**config.mk**
```make
export PLATFORM = sky130hd
export DESIGN_NAME = pipe_mmio_ctrl_flat
export DESIGN_NICKNAME = d
export VERILOG_FILES = /design/src/rtl/pipe_mmio_ctrl_if.sv /design/src/rtl/pipe_mmio_ctrl.sv /design/src/flat_wrapper.sv
export SDC_FILE = /design/constraint.sdc
export NUM_CORES = 1
export LEC_CHECK = 0
export ABC_AREA = 1
export CAP_MARGIN = 40
export CELL_PAD_IN_SITES_DETAIL_PLACEMENT = 1
export CELL_PAD_IN_SITES_GLOBAL_PLACEMENT = 2
export CORE_UTILIZATION = 37
export DETAILED_ROUTE_END_ITERATION = 10
export GPL_TIMING_DRIVEN = 0
export PLACE_DENSITY_LB_ADDON = 0.1
export SYNTH_ARGS = -nofsm -noshare
export SYNTH_HDL_FRONTEND = slang
export SYNTH_SLANG_ARGS = --single-unit
```
**constraint.sdc**
```tcl
create_clock -name clock -period 8.1 [get_ports clock]
set_clock_uncertainty 0.05 [all_clocks]
set_input_delay 1.62 -clock clock [delete_from_list [all_inputs] [get_ports clock]]
set_output_delay 1.62 -clock clock [all_outputs]
set_load 0.03 [all_outputs]
```
**src/rtl/pipe_mmio_ctrl_if.sv**
```systemverilog
// CPU-side MMIO bus between the MEM stage and pipe_mmio_ctrl.
// Carries addr/re/we/wdata from the CPU and the registered load data back.
interface pipe_mmio_ctrl_if;
    logic [7:0]  addr;
    logic        re;
    logic        we;
    logic [31:0] wdata;
    logic [31:0] rdata;

    modport master (
        output addr,
        output re,
        output we,
        output wdata,
        input  rdata
    );

    modport slave (
        input  addr,
        input  re,
        input  we,
        input  wdata,
        output rdata
    );
endinterface

```
**src/rtl/pipe_mmio_ctrl.sv**
```systemverilog
// MMIO controller: debounced toggle/event switch registers, CPU output regs
// and a shared round-robin binary-to-BCD converter driving 2-digit displays.
// Ports: clock, reset (sync, active-high), sw (active-low raw switches),
// bus (slave side of the MMIO interface), led (toggle state), hex (segments).
module pipe_mmio_ctrl #(
    parameter int N_SW = 4,
    parameter int N_DISP = 3,
    parameter int DEB_CYCLES = 16,
    parameter logic [N_SW-1:0] TOGGLE_INIT = '0
) (
    input  logic                  clock,
    input  logic                  reset,
    input  logic [N_SW-1:0]       sw,
    pipe_mmio_ctrl_if.slave       bus,
    output logic [N_SW-1:0]       led,
    output logic [14*N_DISP-1:0]  hex
);

    localparam int CW = $clog2(DEB_CYCLES);
    localparam logic [6:0] DASH = 7'b0111111;

    // Switch input path
    logic [N_SW-1:0] sync1;
    logic [N_SW-1:0] sync2;
    logic [N_SW-1:0] stable;
    logic [N_SW-1:0] toggle;
    logic [N_SW-1:0] events;
    logic [N_SW-1:0] hit;
    logic [N_SW-1:0] fall;
    logic [CW-1:0]   cnt [N_SW];

    always_comb begin
        hit  = '0;
        fall = '0;
        for (int i = 0; i < N_SW; i++) begin
            hit[i]  = (sync2[i] != stable[i]) &&
                      (cnt[i] == CW'(DEB_CYCLES - 1));
            fall[i] = hit[i] && !sync2[i];
        end
    end

    always_ff @(posedge clock) begin
        if (reset) begin
            sync1  <= '1;
            sync2  <= '1;
            stable <= '1;
            for (int i = 0; i < N_SW; i++) cnt[i] <= '0;
        end else begin
            sync1 <= sw;
            sync2 <= sync1;
            for (int i = 0; i < N_SW; i++) begin
                if (sync2[i] == stable[i]) begin
                    cnt[i] <= '0;
                end else if (hit[i]) begin
                    stable[i] <= sync2[i];
                    cnt[i]    <= '0;
                end else begin
                    cnt[i] <= cnt[i] + 1'b1;
                end
            end
        end
    end

    // Bus decode
    logic [5:0]        word;
    logic              ev_sel;
    logic              ev_clr;
    logic [31:0]       rd_val;
    logic [31:0]       rdata_q;
    logic [31:0]       outr [N_DISP];
    logic [N_DISP-1:0] wr_sel;
    logic              unused_addr;

    assign word        = bus.addr[7:2];
    assign unused_addr = ^bus.addr[1:0];
    assign ev_sel      = (word == 6'h10);
    assign ev_clr      = bus.re && ev_sel;

    always_comb begin
        rd_val = '0;
        wr_sel = '0;
        for (int i = 0; i < N_SW; i++)
            if (word == 6'(i)) rd_val = {31'b0, toggle[i]};
        if (ev_sel) rd_val = 32'(events);
        for (int j = 0; j < N_DISP; j++) begin
            if (word == 6'(32 + j)) begin
                rd_val    = outr[j];
                wr_sel[j] = bus.we;
            end
        end
    end

    // rd_val comes from pre-edge state, so read+write returns the old value
    always_ff @(posedge clock) begin
        if (reset) begin
            rdata_q <= '0;
            toggle  <= TOGGLE_INIT;
            events  <= '0;
            for (int j = 0; j < N_DISP; j++) outr[j] <= '0;
        end else begin
            if (bus.re) rdata_q <= rd_val;
            toggle <= toggle ^ fall;
            // a press landing with the clear keeps its bit set
            events <= (ev_clr ? '0 : events) | fall;
            for (int j = 0; j < N_DISP; j++)
                if (wr_sel[j]) outr[j] <= bus.wdata;
        end
    end

    assign bus.rdata = rdata_q;
    assign led       = toggle;

    // Converter FSM
    typedef enum logic [1:0] {
        S_LOAD,
        S_SHIFT,
        S_STORE
    } state_t;

    state_t state;
    state_t state_nx;
    logic   do_load;
    logic   do_shift;
    logic   do_store;

    logic [2:0]          ch;
    logic [2:0]          nsh;
    logic [6:0]          bin;
    logic [7:0]          bcd;
    logic [7:0]          adj;
    logic                over;
    logic [31:0]         cur;
    logic [14*N_DISP-1:0] hex_q;

    always_ff @(posedge clock) begin
        if (reset) state <= S_LOAD;
        else       state <= state_nx;
    end

    always_comb begin
        state_nx = state;
        unique case (state)
            S_LOAD:  state_nx = S_SHIFT;
            S_SHIFT: state_nx = (nsh == 3'd6) ? S_STORE : S_SHIFT;
            S_STORE: state_nx = S_LOAD;
            default: state_nx = S_LOAD;
        endcase
    end

    always_comb begin
        do_load  = (state == S_LOAD);
        do_shift = (state == S_SHIFT);
        do_store = (state == S_STORE);
    end

    function automatic logic [6:0] seg(input logic [3:0] d);
        case (d)
            4'd0:    seg = 7'b1000000;
            4'd1:    seg = 7'b1111001;
            4'd2:    seg = 7'b0100100;
            4'd3:    seg = 7'b0110000;
            4'd4:    seg = 7'b0011001;
            4'd5:    seg = 7'b0010010;
            4'd6:    seg = 7'b0000010;
            4'd7:    seg = 7'b1111000;
            4'd8:    seg = 7'b0000000;
            4'd9:    seg = 7'b0010000;
            default: seg = 7'b1111111;
        endcase
    endfunction

    always_comb begin
        cur = '0;
        for (int j = 0; j < N_DISP; j++)
            if (ch == 3'(j)) cur = outr[j];
    end

    // Double-dabble: add 3 to any BCD nibble >= 5 before shifting
    always_comb begin
        adj = bcd;
        if (bcd[3:0] >= 4'd5) adj[3:0] = bcd[3:0] + 4'd3;
        if (bcd[7:4] >= 4'd5) adj[7:4] = bcd[7:4] + 4'd3;
    end

    always_ff @(posedge clock) begin
        if (reset) begin
            ch    <= '0;
            nsh   <= '0;
            bin   <= '0;
            bcd   <= '0;
            over  <= 1'b0;
            hex_q <= '1;
        end else begin
            if (do_load) begin
                bin  <= cur[6:0];
                over <= (cur >= 32'd100);
                bcd  <= '0;
                nsh  <= '0;
            end
            if (do_shift) begin
                {bcd, bin} <= {adj[6:0], bin, 1'b0};
                nsh        <= nsh + 3'd1;
            end
            if (do_store) begin
                for (int j = 0; j < N_DISP; j++) begin
                    if (ch == 3'(j)) begin
                        hex_q[14*j +: 14] <= over ? {DASH, DASH} :
                            {seg(bcd[7:4]), seg(bcd[3:0])};
                    end
                end
                ch <= (ch == 3'(N_DISP - 1)) ? 3'd0 : ch + 3'd1;
            end
        end
    end

    assign hex = hex_q;

endmodule

```
**src/flat_wrapper.sv**
```systemverilog
// flat-port wrapper written by rule: the top's interface ports become plain ports
module pipe_mmio_ctrl_flat 
#(
    parameter int N_SW = 4,
    parameter int N_DISP = 3,
    parameter int DEB_CYCLES = 16,
    parameter logic [N_SW-1:0] TOGGLE_INIT = '0
)
  (clock, reset, sw, led, hex, bus_addr, bus_re, bus_we, bus_wdata, bus_rdata);
  pipe_mmio_ctrl_if bus_i ();
  input  logic clock;
  input  logic reset;
  input  logic [N_SW-1:0] sw;
  output logic [N_SW-1:0] led;
  output logic [14*N_DISP-1:0] hex;
  input wire logic [$bits(bus_i.addr)-1:0] bus_addr;
  input wire logic [$bits(bus_i.re)-1:0] bus_re;
  input wire logic [$bits(bus_i.we)-1:0] bus_we;
  input wire logic [$bits(bus_i.wdata)-1:0] bus_wdata;
  output wire logic [$bits(bus_i.rdata)-1:0] bus_rdata;
  assign bus_i.addr = bus_addr;
  assign bus_i.re = bus_re;
  assign bus_i.we = bus_we;
  assign bus_i.wdata = bus_wdata;
  assign bus_rdata = bus_i.rdata;
  pipe_mmio_ctrl #(.N_SW(N_SW), .N_DISP(N_DISP), .DEB_CYCLES(DEB_CYCLES), .TOGGLE_INIT(TOGGLE_INIT)) u_core (.clock(clock), .reset(reset), .sw(sw), .bus(bus_i), .led(led), .hex(hex));
endmodule
```
==> reports/results.txt <==
Setup repair after global routing left no endpoint under its margin. Compared with the post-synthesis result, the final layout area differs by 27.34%. The logs give 1 for the number of H-tree levels and 0.002859 W for the post-route total power.

Dividing total power by cell area gives a power density of 220.4 nW/um2. The first-iteration detailed-routing DRC count came out at 353. The hold buffer count at cts was 0.

Yosys attributes the largest share of cell area to sky130_fd_sc_hd__edfxtp_1 33%, sky130_fd_sc_hd__dfxtp_1 26%, sky130_fd_sc_hd__nand2_1 8.4%. The power share of the sequential group came out at 47.5%. The post-route antenna net violation count is 0.

Detailed placement finished with a half-perimeter wire length of 20910 um. The total overflow left after global routing is 0. After layout, the worst setup slack is 4248 ps. For the number of clock sinks, the log shows 244. The core region is 26950 um2. Entering global routing, the biggest net connects 23 pins. In the layout the commonest cells are 226 x sky130_fd_sc_hd__nand2_1, 132 x sky130_fd_sc_hd__dfxtp_1, 126 x sky130_fd_sc_hd__nor2_1. The logs give 28210 um for the final wirelength and 356.7 ps for the worst hold slack across all endpoints.

After synthesis the cells add up to 10190 um2. The height of the die was 167.9 um; the total routing resource utilization after global routing was 20.13%. The run gives 0 as the detailed-route DRC error count. After clock tree synthesis, the clock-pin slew on the worst setup and hold paths is 60 ps. The die covers 28200 um2. The number of resized instances in the post-cts repair step is 0, and the number of global-route vias before repair is 8192. VDD sags by at most 163.8 uV. The worst setup path is launched from an input port. The tools report the final-report max-slew violation count as 0. Adding up every negative setup slack in the final design gives 0 ps.

The combinational share of power was 5.7%; the number of violations of the max-capacitance limit was 0. After floorplanning, the core was divided into 60 placement rows. The first global-routing pass estimated 44450 um of wire. The netlist uses 37 different library cells.

Number of antenna violations at the first check in global routing: 0. Sequential cells were found to cover 58.96% of the synthesized design area. The width of the die came out at 167.9 um.

In this run the tightest slew margin relative to its limit is 45.36%. The final setup violation count was 0; the final critical-path share of the clock period was 47.56%. The final hold violation count was 0. Synthesis produced a netlist whose cell count is 1108. Kind of critical path: input port to register. After detailed routing, the average wire length per cell comes to 17.22 um. Once placement finished, the instance area stood at 11980 um2.

In the final design database the tool counted 1345 nets. Summing all non-filler instances in the final layout gives an area of 12970 um2. Once the floorplan was initialized, standard cells occupied 37.79% of the core.

The area share of the leading cell type in the synthesized netlist came out at 33.02%. The number of primary I/O pins was 126. The critical path's largest stage delay was 560 ps; the number of CTS-inserted buffers was 27. The count of input and output buffers came out at 122. During synthesis, Yosys emitted a total of 0 warnings. For this design, the slowest cell found on the critical path is sky130_fd_sc_hd__clkdlybuf4s50_1. The run finished with clean final reports.

The buffer depth of the longest clock path came out at 3. Routability-driven placement finished with a final weighted congestion of 0.7841. For the worst path arrival time, the log shows 4070 ps. The root buffer cell chosen for the clock tree is sky130_fd_sc_hd__clkbuf_16. The internal portion of total power came out at 0.002243 W.

The smallest clock period supported by the final layout is computed as 3852 ps. Averaged over all synthesized cells, the footprint is 9.193 um2. The signal on the critical path passes through clkdlybuf4s50_1 > inv_2 > clkbuf_1 > buf_1 > nand2_2 > buf_12. The later pin in the worst-skew pair is clocked with a latency of 530 ps.

Peak fanout along the critical path: 22. OpenSTA, run right after detailed placement, puts the worst setup slack at 3597 ps. For this block, the via count after detailed routing is 8064.

Leading cell type in the layout, fill and taps excluded: sky130_fd_sc_hd__nand2_1. The class of the tightest hold or removal check was register to register. The dominant cell type by area after synthesis was sky130_fd_sc_hd__edfxtp_1.

For this run, the top clock speed supported by timing is 0.2596 GHz. The type of destination of the critical path is a register. The number of antenna diodes in the final layout is 0. Net switching is 21.53% of the power.

In this run the post-CTS setup repair buffer count came out at 0. In the routed layout, each cell is associated on average with a via count of 4.923. TritonCTS built the clock tree. For this design the static power due to leakage is 5.388 nW. The first detailed-routing pass ran for 4 iterations.

Of the cells placed in the final design, the portion with a size suffix greater than 1 is 9.329%. The clock network is responsible for 46.7% of the overall power. At the pin with the least slew margin, the transition time is 819.6 ps. Data required time at the worst endpoint: 8320 ps.

The synthesis-stage register bit count is 244, and the net load switching power is 0.0006154 W.
## kinds of logic after synthesis
logic type	synth area share, %
AOI/OAI and AO/OA	9.876
xor gates and xnor gates	1.118
adders and majority gates	2.457
buffers and inverters	6.031
DFF	58.96
other	0.03682
and+or+nand+nor	21.52
## worst max-delay path: cells and delay by family
family,cells,cell delay (ps)
buffers and inverters,5,2080
AND/OR/NAND/NOR,1,350
## Yosys cell counts (all sizes together)
master  instances
nand4           9
a22oi          28
o21ai          62
conb            1
dfxtp         132
a311oi          1
edfxtp        112
nor2          136
xnor2           4
nor3            2
or2            24
nand3b          3
inv           101
nor4            1
clkinv          1
ha             20
o31ai           2
clkbuf         22
buf            21
a31oi           7
nand2         232
nand3          94
and3            2
a21oi          82
xor2            9
## path summary, 6_finish.rpt
check	cells after the start	slack, ps	to	start
worst max-delay path	6	4250	u_core.outr[0][13]$_DFFE_PP_	reset
worst min-delay path	1	360	u_core.sync2[1]$_SDFF_PP1_	u_core.sync1[1]$_SDFF_PP1_
worst max register to register	14	5640	register	u_core.bcd[0]$_SDFFE_PP0N_
worst min register to register	1	360	u_core.sync2[1]$_SDFF_PP1_	u_core.sync1[1]$_SDFF_PP1_
## per-stage QoR
stage,std cells,utilization [%]
finish,1638,48.13
CTS,1638,48.13
global placement,1586,44.12
detailed placement,1589,44.46
global route,1638,48.13
floorplan,1123,-
## layout make-up
cell class,count,area (um2)
Fill cell,3122,13980
Timing Repair Buffer,125,1289
Sequential cell,244,6006
Clock buffer,41,848.3
Inverter,102,382.9
Tap cell,341,426.7
Clock inverter,8,140.1
Multi-Input combinational cell,734,3647
Buffer,43,231.5
## layer usage
metal | routed length, um | track usage (%) | part of all wire [%]
met5 | 0 | 0 | 0
met4 | 597 | 5.185 | 2.1
met3 | 1207 | 2.539 | 4.3
met2 | 14120 | 37.45 | 50
met1 | 12290 | 24.41 | 44
## power groups by stage
stage / clock, W / combinational (W) / sequential (W)
detailed placement: 0 / 0.000166 / 0.00138
global placement: 0 / 0.000159 / 0.00139
global route: 0.00141 / 0.000181 / 0.00136
finish: 0.00134 / 0.000164 / 0.00136
CTS: 0.00137 / 0.000168 / 0.00136
floorplan: 0 / 0.0000733 / 0.00139
## sequential cells by signal (all words and copies together), names as in the netlist, named ones only
name,count
u_core.bcd,8
u_core.bin,7
u_core.bus.rdata,32
u_core.ch,3
u_core.cnt,16
u_core.events,4
u_core.hex,42
u_core.led,4
u_core.nsh,3
u_core.outr,96
u_core.over,1
u_core.stable,4
u_core.state,2
u_core.sync1,4
u_core.sync2,4
No activity file was read; power rests on OpenSTA's default activity.
